--- src/rtl/regfile_wb_sched_if.sv ---
// rtl/regfile_wb_sched_if.sv - issue, writeback and regfile write-port bundle for the scheduler
interface regfile_wb_sched_if #(
  parameter int XLEN  = 32,
  parameter int AW    = 5,
  parameter int CNT_W = 16
);
  logic              sched_i_flush;
  logic              sched_i_iss_valid;
  logic [AW-1:0]     sched_i_iss_rs1_addr;
  logic [AW-1:0]     sched_i_iss_rs2_addr;
  logic [AW-1:0]     sched_i_iss_rd_addr;
  logic              sched_i_iss_rd_we;
  logic              sched_o_iss_ready;
  logic              sched_i_alu_valid;
  logic [AW-1:0]     sched_i_alu_rd_addr;
  logic [XLEN-1:0]   sched_i_alu_rd_data;
  logic              sched_o_alu_ready;
  logic              sched_i_lsu_valid;
  logic [AW-1:0]     sched_i_lsu_rd_addr;
  logic [XLEN-1:0]   sched_i_lsu_rd_data;
  logic              sched_o_lsu_ready;
  logic              sched_o_rf_w_en;
  logic [AW-1:0]     sched_o_rf_rd_addr;
  logic [XLEN-1:0]   sched_o_rf_rd_data;
  logic [2**AW-1:0]  sched_o_busy;
  logic [CNT_W-1:0]  sched_o_stall_cnt;

  // Scheduler side
  modport slave (
    input  sched_i_flush, sched_i_iss_valid, sched_i_iss_rs1_addr, sched_i_iss_rs2_addr,
           sched_i_iss_rd_addr, sched_i_iss_rd_we,
           sched_i_alu_valid, sched_i_alu_rd_addr, sched_i_alu_rd_data,
           sched_i_lsu_valid, sched_i_lsu_rd_addr, sched_i_lsu_rd_data,
    output sched_o_iss_ready, sched_o_alu_ready, sched_o_lsu_ready,
           sched_o_rf_w_en, sched_o_rf_rd_addr, sched_o_rf_rd_data,
           sched_o_busy, sched_o_stall_cnt
  );

  // Decode / execution-unit / regfile side
  modport master (
    output sched_i_flush, sched_i_iss_valid, sched_i_iss_rs1_addr, sched_i_iss_rs2_addr,
           sched_i_iss_rd_addr, sched_i_iss_rd_we,
           sched_i_alu_valid, sched_i_alu_rd_addr, sched_i_alu_rd_data,
           sched_i_lsu_valid, sched_i_lsu_rd_addr, sched_i_lsu_rd_data,
    input  sched_o_iss_ready, sched_o_alu_ready, sched_o_lsu_ready,
           sched_o_rf_w_en, sched_o_rf_rd_addr, sched_o_rf_rd_data,
           sched_o_busy, sched_o_stall_cnt
  );
endinterface

--- src/rtl/regfile_wb_sched.sv ---
// rtl/regfile_wb_sched.sv - register scoreboard, issue hazard stall and ALU/LSU writeback arbiter
module regfile_wb_sched #(
  parameter int XLEN  = 32,
  parameter int AW    = 5,
  parameter int CNT_W = 16
) (
  input  logic               clk,
  input  logic               rst,
  regfile_wb_sched_if.slave  bus
);
  localparam int NREG = 2**AW;
  localparam logic [CNT_W-1:0] CNT_MAX = '1;

  logic [NREG-1:0]  busy;
  logic [NREG-1:0]  busy_next;
  logic             rr_last;     // last granted source: 0 = ALU, 1 = LSU
  logic [CNT_W-1:0] stall_cnt;

  logic             haz;
  logic             iss_ready;
  logic             iss_fire;
  logic             grant_alu;
  logic             grant_lsu;
  logic             grant;
  logic [AW-1:0]    wb_addr;
  logic [XLEN-1:0]  wb_data;

  // RAW/WAW hazard against registered busy bits only; issue is also blocked in reset and flush
  always_comb begin
    haz = 1'b0;
    if (bus.sched_i_iss_rs1_addr != '0 && busy[bus.sched_i_iss_rs1_addr]) haz = 1'b1;
    if (bus.sched_i_iss_rs2_addr != '0 && busy[bus.sched_i_iss_rs2_addr]) haz = 1'b1;
    if (bus.sched_i_iss_rd_we && bus.sched_i_iss_rd_addr != '0 && busy[bus.sched_i_iss_rd_addr])
      haz = 1'b1;
    iss_ready = !rst && !bus.sched_i_flush && !haz;
    iss_fire  = bus.sched_i_iss_valid && iss_ready && bus.sched_i_iss_rd_we &&
                (bus.sched_i_iss_rd_addr != '0);
  end

  // Round-robin grant of the single regfile write port; the source not granted last wins a tie
  always_comb begin
    grant_alu = 1'b0;
    grant_lsu = 1'b0;
    if (!rst) begin
      if (bus.sched_i_alu_valid && (!bus.sched_i_lsu_valid || rr_last)) grant_alu = 1'b1;
      else if (bus.sched_i_lsu_valid)                                  grant_lsu = 1'b1;
    end
    grant   = grant_alu | grant_lsu;
    wb_addr = '0;
    wb_data = '0;
    if (grant_alu) begin
      wb_addr = bus.sched_i_alu_rd_addr;
      wb_data = bus.sched_i_alu_rd_data;
    end else if (grant_lsu) begin
      wb_addr = bus.sched_i_lsu_rd_addr;
      wb_data = bus.sched_i_lsu_rd_data;
    end
  end

  // Next scoreboard: writeback clears, issue sets (set wins on a collision), flush clears all
  always_comb begin
    busy_next = busy;
    if (grant) busy_next[wb_addr] = 1'b0;
    if (iss_fire) busy_next[bus.sched_i_iss_rd_addr] = 1'b1;
    busy_next[0] = 1'b0;
    if (bus.sched_i_flush) busy_next = '0;
  end

  // State registers: scoreboard, round-robin pointer and saturating stall counter
  always_ff @(posedge clk) begin
    if (rst) begin
      busy      <= '0;
      rr_last   <= 1'b1;
      stall_cnt <= '0;
    end else begin
      busy <= busy_next;
      if (grant) rr_last <= grant_lsu;
      if (bus.sched_i_iss_valid && !iss_ready && stall_cnt != CNT_MAX)
        stall_cnt <= stall_cnt + 1'b1;
    end
  end

  assign bus.sched_o_iss_ready  = iss_ready;
  assign bus.sched_o_alu_ready  = grant_alu;
  assign bus.sched_o_lsu_ready  = grant_lsu;
  assign bus.sched_o_rf_w_en    = grant && (wb_addr != '0);
  assign bus.sched_o_rf_rd_addr = wb_addr;
  assign bus.sched_o_rf_rd_data = wb_data;
  assign bus.sched_o_busy       = busy;
  assign bus.sched_o_stall_cnt  = stall_cnt;
endmodule

--- src/flat_wrapper.sv ---
// flat-port wrapper written by rule: the top's interface ports become plain ports
module regfile_wb_sched_flat 
#(
  parameter int XLEN  = 32,
  parameter int AW    = 5,
  parameter int CNT_W = 16
)
  (clk, rst, bus_sched_i_flush, bus_sched_i_iss_valid, bus_sched_i_iss_rs1_addr, bus_sched_i_iss_rs2_addr, bus_sched_i_iss_rd_addr, bus_sched_i_iss_rd_we, bus_sched_i_alu_valid, bus_sched_i_alu_rd_addr, bus_sched_i_alu_rd_data, bus_sched_i_lsu_valid, bus_sched_i_lsu_rd_addr, bus_sched_i_lsu_rd_data, bus_sched_o_iss_ready, bus_sched_o_alu_ready, bus_sched_o_lsu_ready, bus_sched_o_rf_w_en, bus_sched_o_rf_rd_addr, bus_sched_o_rf_rd_data, bus_sched_o_busy, bus_sched_o_stall_cnt);
  regfile_wb_sched_if #(.XLEN(XLEN), .AW(AW), .CNT_W(CNT_W)) bus_i ();
  input  logic clk;
  input  logic rst;
  input wire logic [$bits(bus_i.sched_i_flush)-1:0] bus_sched_i_flush;
  input wire logic [$bits(bus_i.sched_i_iss_valid)-1:0] bus_sched_i_iss_valid;
  input wire logic [$bits(bus_i.sched_i_iss_rs1_addr)-1:0] bus_sched_i_iss_rs1_addr;
  input wire logic [$bits(bus_i.sched_i_iss_rs2_addr)-1:0] bus_sched_i_iss_rs2_addr;
  input wire logic [$bits(bus_i.sched_i_iss_rd_addr)-1:0] bus_sched_i_iss_rd_addr;
  input wire logic [$bits(bus_i.sched_i_iss_rd_we)-1:0] bus_sched_i_iss_rd_we;
  input wire logic [$bits(bus_i.sched_i_alu_valid)-1:0] bus_sched_i_alu_valid;
  input wire logic [$bits(bus_i.sched_i_alu_rd_addr)-1:0] bus_sched_i_alu_rd_addr;
  input wire logic [$bits(bus_i.sched_i_alu_rd_data)-1:0] bus_sched_i_alu_rd_data;
  input wire logic [$bits(bus_i.sched_i_lsu_valid)-1:0] bus_sched_i_lsu_valid;
  input wire logic [$bits(bus_i.sched_i_lsu_rd_addr)-1:0] bus_sched_i_lsu_rd_addr;
  input wire logic [$bits(bus_i.sched_i_lsu_rd_data)-1:0] bus_sched_i_lsu_rd_data;
  output wire logic [$bits(bus_i.sched_o_iss_ready)-1:0] bus_sched_o_iss_ready;
  output wire logic [$bits(bus_i.sched_o_alu_ready)-1:0] bus_sched_o_alu_ready;
  output wire logic [$bits(bus_i.sched_o_lsu_ready)-1:0] bus_sched_o_lsu_ready;
  output wire logic [$bits(bus_i.sched_o_rf_w_en)-1:0] bus_sched_o_rf_w_en;
  output wire logic [$bits(bus_i.sched_o_rf_rd_addr)-1:0] bus_sched_o_rf_rd_addr;
  output wire logic [$bits(bus_i.sched_o_rf_rd_data)-1:0] bus_sched_o_rf_rd_data;
  output wire logic [$bits(bus_i.sched_o_busy)-1:0] bus_sched_o_busy;
  output wire logic [$bits(bus_i.sched_o_stall_cnt)-1:0] bus_sched_o_stall_cnt;
  assign bus_i.sched_i_flush = bus_sched_i_flush;
  assign bus_i.sched_i_iss_valid = bus_sched_i_iss_valid;
  assign bus_i.sched_i_iss_rs1_addr = bus_sched_i_iss_rs1_addr;
  assign bus_i.sched_i_iss_rs2_addr = bus_sched_i_iss_rs2_addr;
  assign bus_i.sched_i_iss_rd_addr = bus_sched_i_iss_rd_addr;
  assign bus_i.sched_i_iss_rd_we = bus_sched_i_iss_rd_we;
  assign bus_i.sched_i_alu_valid = bus_sched_i_alu_valid;
  assign bus_i.sched_i_alu_rd_addr = bus_sched_i_alu_rd_addr;
  assign bus_i.sched_i_alu_rd_data = bus_sched_i_alu_rd_data;
  assign bus_i.sched_i_lsu_valid = bus_sched_i_lsu_valid;
  assign bus_i.sched_i_lsu_rd_addr = bus_sched_i_lsu_rd_addr;
  assign bus_i.sched_i_lsu_rd_data = bus_sched_i_lsu_rd_data;
  assign bus_sched_o_iss_ready = bus_i.sched_o_iss_ready;
  assign bus_sched_o_alu_ready = bus_i.sched_o_alu_ready;
  assign bus_sched_o_lsu_ready = bus_i.sched_o_lsu_ready;
  assign bus_sched_o_rf_w_en = bus_i.sched_o_rf_w_en;
  assign bus_sched_o_rf_rd_addr = bus_i.sched_o_rf_rd_addr;
  assign bus_sched_o_rf_rd_data = bus_i.sched_o_rf_rd_data;
  assign bus_sched_o_busy = bus_i.sched_o_busy;
  assign bus_sched_o_stall_cnt = bus_i.sched_o_stall_cnt;
  regfile_wb_sched #(.XLEN(XLEN), .AW(AW), .CNT_W(CNT_W)) u_core (.clk(clk), .rst(rst), .bus(bus_i));
endmodule
--- config.mk ---
export PLATFORM = sky130hd
export DESIGN_NAME = regfile_wb_sched_flat
export DESIGN_NICKNAME = d
export VERILOG_FILES = /design/src/rtl/regfile_wb_sched_if.sv /design/src/rtl/regfile_wb_sched.sv /design/src/flat_wrapper.sv
export SDC_FILE = /design/constraint.sdc
export NUM_CORES = 1
export LEC_CHECK = 0
export CELL_PAD_IN_SITES_DETAIL_PLACEMENT = 0
export CELL_PAD_IN_SITES_GLOBAL_PLACEMENT = 1
export CORE_ASPECT_RATIO = 0.6
export CORE_MARGIN = 3
export CORE_UTILIZATION = 28
export CTS_CLUSTER_SIZE = 10
export DETAILED_ROUTE_END_ITERATION = 16
export HOLD_SLACK_MARGIN = 0.15
export PLACE_DENSITY_LB_ADDON = 0.1
export SLEW_MARGIN = 20
export SYNTH_ARGS = -nofsm -noshare
export SYNTH_HDL_FRONTEND = slang
export SYNTH_SLANG_ARGS = --single-unit
export TNS_END_PERCENT = 10
--- constraint.sdc ---
create_clock -name clk -period 3.1 [get_ports clk]
set_input_delay 0.465 -clock clk [delete_from_list [all_inputs] [get_ports clk]]
set_output_delay 0.465 -clock clk [all_outputs]
set_load 0.01 [all_outputs]
==> flow_summary.rst, run 1 <==
.. list-table::
   :header-rows: 1

   * - Metric
     - Value
   * - Clock-pin slew on the worst setup and hold paths
     - 0.07 ns
   * - Post-DRT Antenna Nets
     - 0
   * - Max Slew Vio Count
     - 0
   * - Relative slew slack
     - 0.494
   * - Total of endpoints with negative setup slack in the final report
     - 0
   * - Cell Chain, Critical Path
     - clkdlybuf4s50_1 -> buf_6 -> mux2_1 -> a2bb2oi_1 -> a31oi_2 -> o21ai_2 -> a2111oi_4 -> buf_2
   * - Die boundary height
     - 92.5 um
   * - Number of antenna violations at the first check in global routing
     - 0
   * - Post-route insts no fill
     - 790
   * - NetSw
     - 0.000461 W
   * - Insertion delay to the later sink of the worst-skew pair
     - 0.29 ns
   * - DRC violation count after routing
     - 0
   * - Max IR drop VDD
     - 0.000200 V
   * - FP Rows
     - 30
   * - Num ports
     - 185
   * - Area of the placeable core
     - 11700 um2
   * - Flop pwr share
     - 0.357
   * - Setup repair after global routing missed its margin
     - yes
   * - Flip-flop and latch area
     - 961 um2
   * - Part of the Yosys area used for sequential elements
     - 0.275
   * - Worst EP required
     - 2.63 ns
   * - Detailed-route vias per instance
     - 5.42
   * - Share of final-layout standard cells stronger than drive strength 1
     - 0.154
   * - Global placement routability congestion
     - 0.888
   * - Area Overhead vs Synth
     - 73.9%
   * - Layout filler cell count
     - 1103
   * - Pint
     - 0.00129 W
   * - Post-synth EDFFs
     - 0
   * - First drt pass iteration count
     - 5
   * - Floorplan die width
     - 150 um
   * - Switching share of power
     - 0.263
   * - Setup TNS Final
     - 0 ns
   * - Final wirelength
     - 15400 um
   * - Post-Synthesis Cells
     - 404
   * - Warnings, synthesis
     - 0
   * - Detail Placement HPWL
     - 12500 um
   * - Area of the mapped netlist
     - 3490 um2
   * - Number of global-route vias before repair
     - 4047
   * - Element type at the critical path start
     - input pin
   * - Count of routing violations after the opening detailed-route iteration
     - 416
   * - Result of the run
     - finished clean
   * - Slowest cell on the critical path
     - sky130_fd_sc_hd__clkdlybuf4s50_1
   * - Overall overflow remaining after global route
     - 0
   * - H-tree lvl count
     - 2
   * - Actual transition at the worst max-transition pin
     - 0.754 ns
   * - Average wire length per cell after detail routing
     - 19.5 um
   * - Worst path arrival time
     - 2.56 ns
   * - Share of flip-flops with an asynchronous set or reset after synthesis
     - 0
   * - Total of flip-flops plus latches after synthesis
     - 48
   * - Count of different cell masters after synthesis
     - 52
   * - Reported max-cap violation count
     - 0
   * - Hold violation count in the final report
     - 0
   * - Power density over cell area
     - 288 nW/um2
   * - Clk network pwr share
     - 0.362
   * - Min cycle time layout
     - 3.03 ns
   * - Critical path type
     - in -> out
   * - Clock buffers created by TritonCTS
     - 5
   * - Static power due to leakage
     - 2.22 nW
   * - Gate power share
     - 0.281
   * - Final period util
     - 0.977
   * - CTS tree
     - built
   * - Maximum fanout encountered on the critical timing path
     - 9
   * - Tightest Hold Check Type
     - reg -> reg
   * - Number of sinks on the clock net
     - 48
   * - Root Driver
     - sky130_fd_sc_hd__clkbuf_16
   * - Post-CTS Setup Bufs
     - 0
   * - Placed cell count
     - 782
   * - Highest clock frequency the design can meet
     - 330 MHz
   * - Pin count of the biggest net entering global routing
     - 33
   * - Max stage delay on crit path
     - 0.52 ns
   * - Average cell area after synthesis
     - 8.65 um2
   * - Die area
     - 13900 um2
   * - Wire length of the first global-routing pass
     - 23500 um
   * - Port Buffer Count
     - 183
   * - Via count
     - 4279
   * - Max Buffers Root-to-Sink
     - 2
   * - Post-layout nets
     - 726
   * - Initial Util
     - 0.297
   * - Worst setup skew after layout
     - 0.00869 ns
   * - Number of antenna repair diodes
     - 0
   * - Overall fraction of global-route tracks in use
     - 0.217
   * - Main flop type after synthesis
     - sky130_fd_sc_hd__dfxtp_1
   * - Synthesized net count
     - 501
   * - Multi-input gate area in the final layout
     - 2370 um2
   * - Sort of element at the end of the critical path
     - output pin
registers in the layout, summed over array words and instances, names as in the netlist:
register	cells
u_core.bus.sched_o_busy	31
u_core.bus.sched_o_stall_cnt	16
u_core.rr_last	1
metrics by stage:
stage | power (W) | hold slack (ns) | util | setup slack (ns) | area [um2]
final | 0.00175 | 0.498 | 0.517 | 0.0703 | 6080
after global routing | 0.00183 | 0.537 | 0.517 | -0.0458 | 6080
after CTS | 0.00177 | 0.500 | 0.517 | 0.0590 | 6070
after detailed placement | 0.00113 | 0.490 | 0.501 | -0.534 | 5880
after global placement | 0.00113 | 0.470 | 0.501 | -0.496 | 5880
after floorplan | 0.000829 | 0.482 | - | 0.487 | 3490
metal layers:
layer | GRT usage | share of wire | vias to the layer above
li1 | - | - | 2041
met1 | 0.326 | 0.48 | 2036
met2 | 0.308 | 0.42 | 194
met3 | 0.0704 | 0.097 | 8
met4 | 0.0244 | 0.0056 | 0
met5 | 0 | 0 | -
layout by cell type (no fill, tap or decap), types with 16 or more instances in the layout:
master | synthesis | layout
sky130_fd_sc_hd__a21oi_1 | 19 | 19
sky130_fd_sc_hd__a22o_1 | 35 | 35
sky130_fd_sc_hd__buf_4 | 4 | 64
sky130_fd_sc_hd__clkdlybuf4s50_1 | 0 | 180
sky130_fd_sc_hd__dfxtp_1 | 48 | 48
sky130_fd_sc_hd__mux2i_1 | 29 | 29
sky130_fd_sc_hd__nand2_1 | 26 | 26
sky130_fd_sc_hd__nand3_1 | 16 | 16
sky130_fd_sc_hd__o211ai_1 | 33 | 33
sky130_fd_sc_hd__o21ai_0 | 34 | 34
cell usage after synthesis (all sizes together) (2+ instances only):
cell type,number,area (um2)
a2111oi,2,36.3
a21oi,19,95.1
a22o,35,307
a22oi,7,52.6
and2,2,12.5
and3,4,25.0
and4,2,17.5
buf,15,119
clkbuf,17,63.8
dfxtp,48,961
inv,6,22.5
mux2,5,56.3
mux2i,29,290
mux4,7,161
nand2,26,97.6
nand2b,7,43.8
nand3,16,80.1
nand3b,4,30.0
nand4,4,31.3
nor2,12,45.0
nor2b,12,75.1
nor3,3,15.0
nor3b,2,15.0
nor4,2,18.8
o211ai,33,248
o21ai,37,185
o22ai,4,25.0
o31ai,13,97.6
or3,5,31.3
or3b,2,17.5
or4,13,101
final timing paths:
| path | startpoint | endpoint | slack, ns | cells after the start |
|---|---|---|---|---|
| worst max-delay path | bus_sched_i_iss_rd_addr[0] | bus_sched_o_iss_ready | 0.07 | 8 |
| worst min-delay path | u_core.bus.sched_o_stall_cnt[5] | u_core.bus.sched_o_stall_cnt[5] | 0.50 | 2 |
| worst min register to register | u_core.bus.sched_o_stall_cnt[5] | u_core.bus.sched_o_stall_cnt[5] | 0.50 | 2 |
| worst max register to register | u_core.bus.sched_o_busy[27] | u_core.bus.sched_o_stall_cnt[12] | 0.48 | 9 |
logic make-up after synthesis:
kind of cell | synth area share
AOI/OAI and AO/OA | 0.326
and+or+nand+nor | 0.190
DFF | 0.275
muxes | 0.145
buffers and inverters | 0.0587
adders and majority gates | 0.00358
other | 0.00107
cell type report:
| cell class | instances | share of cell area |
|---|---|---|
| tap | 160 | 0.0329 |
| inverter | 6 | 0.00371 |
| timing repair buffer | 250 | 0.388 |
| clock inverter | 3 | 0.00762 |
| multi-input combinational | 318 | 0.389 |
| clock buffer | 5 | 0.0206 |
| sequential | 48 | 0.158 |
repair_timing:
action,4_1_cts,5_1_grt
pin swaps,2,0
gates resized for setup,10,2
hold buffers,0,0
endpoints found under the setup margin,4,4
endpoints found under the hold margin,0,0
worst max-delay path: cells and delay by family:
family	cells	cell delay [ns]
AO/OA/AOI/OAI	4	0.87
buffers and inverters	3	0.89
multiplexers	1	0.33
power groups by stage:
stage	clock, W	combinational [W]	sequential (W)
6_report	0.000633	0.000492	0.000624
5_1_grt	0.000679	0.000526	0.000624
4_1_cts	0.000650	0.000492	0.000624
3_5_place_dp	0	0.000490	0.000638
3_3_place_gp	0	0.000488	0.000638
2_1_floorplan	0	0.000191	0.000638
Power figures use the tool's default switching activity.
==> run 2, diff against run 1 <==
--- a/config.mk
+++ b/config.mk
@@ -5,6 +5,7 @@
 export SDC_FILE = /design/constraint.sdc
 export NUM_CORES = 1
 export LEC_CHECK = 0
+export CAP_MARGIN = 20
 export CELL_PAD_IN_SITES_DETAIL_PLACEMENT = 0
 export CELL_PAD_IN_SITES_GLOBAL_PLACEMENT = 1
 export CORE_ASPECT_RATIO = 0.6
@@ -14,6 +15,7 @@
 export DETAILED_ROUTE_END_ITERATION = 16
 export HOLD_SLACK_MARGIN = 0.15
 export PLACE_DENSITY_LB_ADDON = 0.1
+export SKIP_LAST_GASP = 1
 export SLEW_MARGIN = 20
 export SYNTH_ARGS = -nofsm -noshare
 export SYNTH_HDL_FRONTEND = slang
==> flow_summary.rst, run 2 (synthesis results as in run 1) <==
.. list-table::
   :header-rows: 1

   * - Metric
     - Value
   * - Worst Setup Slack, final
     - 0.0840 ns (was 0.0703 ns)
   * - Minimum setup slack after placement
     - -0.534 ns (unchanged)
   * - Post-route insts no fill
     - 791 (was 790)
   * - Max Slew Vio Count
     - 0 (unchanged)
   * - Hold violation count in the final report
     - 0 (unchanged)
   * - Leading cell types in the layout, fill and taps excluded
     - sky130_fd_sc_hd__clkdlybuf4s50_1 (180), sky130_fd_sc_hd__buf_4 (65), sky130_fd_sc_hd__dfxtp_1 (48) (was sky130_fd_sc_hd__clkdlybuf4s50_1 (180), sky130_fd_sc_hd__buf_4 (64), sky130_fd_sc_hd__dfxtp_1 (48))
   * - Tightest Hold Check Type
     - reg -> reg (unchanged)
   * - Static power due to leakage
     - 2.23 nW (was 2.22 nW)
   * - Root Driver
     - sky130_fd_sc_hd__clkbuf_16 (unchanged)
   * - Result of the run
     - finished clean (unchanged)
   * - Count of routing violations after the opening detailed-route iteration
     - 430 (was 416)
   * - Max Buffers Root-to-Sink
     - 2 (unchanged)
   * - Average wire length per cell after detail routing
     - 19.5 um (about the same)
   * - Pin count of the biggest net entering global routing
     - 33 (unchanged)
   * - Overall overflow remaining after global route
     - 0 (unchanged)
   * - Maximum fanout encountered on the critical timing path
     - 9 (unchanged)
   * - Area Overhead vs Synth
     - 74.1% (was 73.9%)
   * - Num ports
     - 185 (unchanged)
   * - Switching share of power
     - 0.264 (was 0.263)
   * - Flop pwr share
     - 0.356 (was 0.357)
   * - Post-DRT Antenna Nets
     - 0 (unchanged)
   * - Die boundary height
     - 92.5 um (unchanged)
   * - Floorplan die width
     - 150 um (unchanged)
   * - Via count
     - 4281 (was 4279)
   * - Max stage delay on crit path
     - 0.52 ns (about the same)
   * - Sort of element at the end of the critical path
     - output pin (unchanged)
   * - Gate power share
     - 0.281 (about the same)
   * - Relative slew slack
     - 0.493 (was 0.494)
   * - Worst path arrival time
     - 2.55 ns (was 2.56 ns)
   * - Clock buffers created by TritonCTS
     - 5 (unchanged)
   * - Worst EP required
     - 2.63 ns (about the same)
   * - Number of sinks on the clock net
     - 48 (unchanged)
   * - Layout filler cell count
     - 1103 (unchanged)
   * - Max IR drop VDD
     - 0.000204 V (was 0.000200 V)
   * - Area of the placeable core
     - 11700 um2 (unchanged)
   * - Worst reg2reg setup slack
     - 0.48 ns (about the same)
   * - Worst setup skew after layout
     - 0.00986 ns (was 0.00869 ns)
   * - Placed cell count
     - 782 (unchanged)
   * - Clock-pin slew on the worst setup and hold paths
     - 0.07 ns (about the same)
   * - Leading cell type in the layout, fill and taps excluded
     - sky130_fd_sc_hd__clkdlybuf4s50_1 (unchanged)
   * - Share of final-layout standard cells stronger than drive strength 1
     - 0.155 (was 0.154)
   * - Port Buffer Count
     - 183 (unchanged)
   * - CTS tree
     - built (unchanged)
   * - Overall fraction of global-route tracks in use
     - 0.217 (about the same)
   * - First drt pass iteration count
     - 5 (unchanged)
   * - Number of antenna repair diodes
     - 0 (unchanged)
   * - Slowest cell on the critical path
     - sky130_fd_sc_hd__clkdlybuf4s50_1 (unchanged)
   * - Cell Chain, Critical Path
     - clkdlybuf4s50_1 -> buf_6 -> mux2_1 -> a2bb2oi_1 -> a31oi_2 -> o21ai_2 -> a2111oi_4 -> buf_2 (unchanged)
   * - Reported max-cap violation count
     - 0 (unchanged)
   * - Setup repair after global routing missed its margin
     - yes (unchanged)
   * - NetSw
     - 0.000463 W (was 0.000461 W)
   * - Total of endpoints with negative setup slack in the final report
     - 0 (unchanged)
   * - Initial Util
     - 0.297 (unchanged)
   * - Post-layout nets
     - 727 (was 726)
   * - Final wirelength
     - 15500 um (was 15400 um)
   * - Number of antenna violations at the first check in global routing
     - 0 (unchanged)
   * - DRC violation count after routing
     - 0 (unchanged)
   * - Actual transition at the worst max-transition pin
     - 0.756 ns (was 0.754 ns)
   * - Hold buffers post-CTS
     - 0 (unchanged)
   * - Setup TNS Final
     - 0 ns (unchanged)
   * - Min cycle time layout
     - 3.02 ns (was 3.03 ns)
   * - Power density over cell area
     - 288 nW/um2 (about the same)
   * - Detailed-route vias per instance
     - 5.41 (was 5.42)
   * - Insertion delay to the later sink of the worst-skew pair
     - 0.30 ns (was 0.29 ns)
   * - Detail Placement HPWL
     - 12500 um (unchanged)
   * - Final period util
     - 0.973 (was 0.977)
   * - Highest clock frequency the design can meet
     - 332 MHz (was 330 MHz)
   * - Pint
     - 0.00129 W (about the same)
   * - Number of global-route vias before repair
     - 4047 (unchanged)
   * - Wire length of the first global-routing pass
     - 23500 um (about the same)
   * - FP Rows
     - 30 (unchanged)
   * - Critical path type
     - in -> out (unchanged)
   * - Global placement routability congestion
     - 0.888 (unchanged)
   * - Number of flip-flops under the largest register name
     - 31 (unchanged)
   * - Clk network pwr share
     - 0.362 (about the same)
   * - Element type at the critical path start
     - input pin (unchanged)
   * - H-tree lvl count
     - 2 (unchanged)
   * - Die area
     - 13900 um2 (unchanged)
run 2: cell count changes in the layout (fill, tap and decap cells not counted), sizes merged:
cell,change
buf,+1
run 2: critical path: cells and delay by family:
family / cells / cell delay (ns)
mux: 1 / 0.33
compound gates: 4 / 0.85
buf+inv: 3 / 0.89
run 2: timing repair:
action                                  4_1_cts  5_1_grt
pin swaps                                     0        2
gates cloned                                  0        0
endpoints found under the setup margin        4        4
gates resized for setup                       8        4
buffers inserted                              0        1
run 2: per-stage QoR:
stage,area (um2),hold WS (ns),utilization,power (W)
detailed placement,5880,0.490,0.501,0.00113
finish,6090,0.498,0.518,0.00175
CTS,6070,0.500,0.517,0.00177
global placement,5880,0.470,0.501,0.00113
floorplan,3490,0.482,-,0.000829
global route,6090,0.537,0.518,0.00183
run 2: power by group through the flow:
stage | Sequential [W] | Clock [W] | Combinational, W
floorplan | 0.000638 | 0 | 0.000191
global placement | 0.000638 | 0 | 0.000488
detailed placement | 0.000638 | 0 | 0.000490
CTS | 0.000624 | 0.000650 | 0.000492
global route | 0.000624 | 0.000679 | 0.000526
finish | 0.000624 | 0.000635 | 0.000493
run 2: worst paths after layout:
| check | startpoint | endpoint | cells past startpoint |
|---|---|---|---|
| setup / recovery | bus_sched_i_iss_rd_addr[0] | bus_sched_o_iss_ready | 8 |
| hold / removal | u_core.bus.sched_o_stall_cnt[5] | u_core.bus.sched_o_stall_cnt[5] | 2 |
| setup reg to reg | u_core.bus.sched_o_busy[27] | u_core.bus.sched_o_stall_cnt[12] | 9 |
| hold reg to reg | u_core.bus.sched_o_stall_cnt[5] | u_core.bus.sched_o_stall_cnt[5] | 2 |
run 2: final cells by class:
| cell class | count | area, um2 | share of cell area |
|---|---|---|---|
| well taps | 160 | 200 | 0.0329 |
| flip-flops and latches | 48 | 961 | 0.158 |
| clock inverters | 3 | 46.3 | 0.00761 |
| inverters | 6 | 22.5 | 0.00370 |
| multi-input cells | 318 | 2370 | 0.389 |
| repair buffers | 251 | 2360 | 0.388 |
| clock buffers | 5 | 125 | 0.0206 |
run 2: routing by layer:
| metal | vias to the layer above | share of wire | GRT usage |
|---|---|---|---|
| met5 | - | 0 | 0 |
| met2 | 189 | 0.42 | 0.308 |
| met4 | 0 | 0.0056 | 0.0244 |
| met1 | 2040 | 0.48 | 0.325 |
| li1 | 2044 | - | - |
| met3 | 8 | 0.096 | 0.0704 |
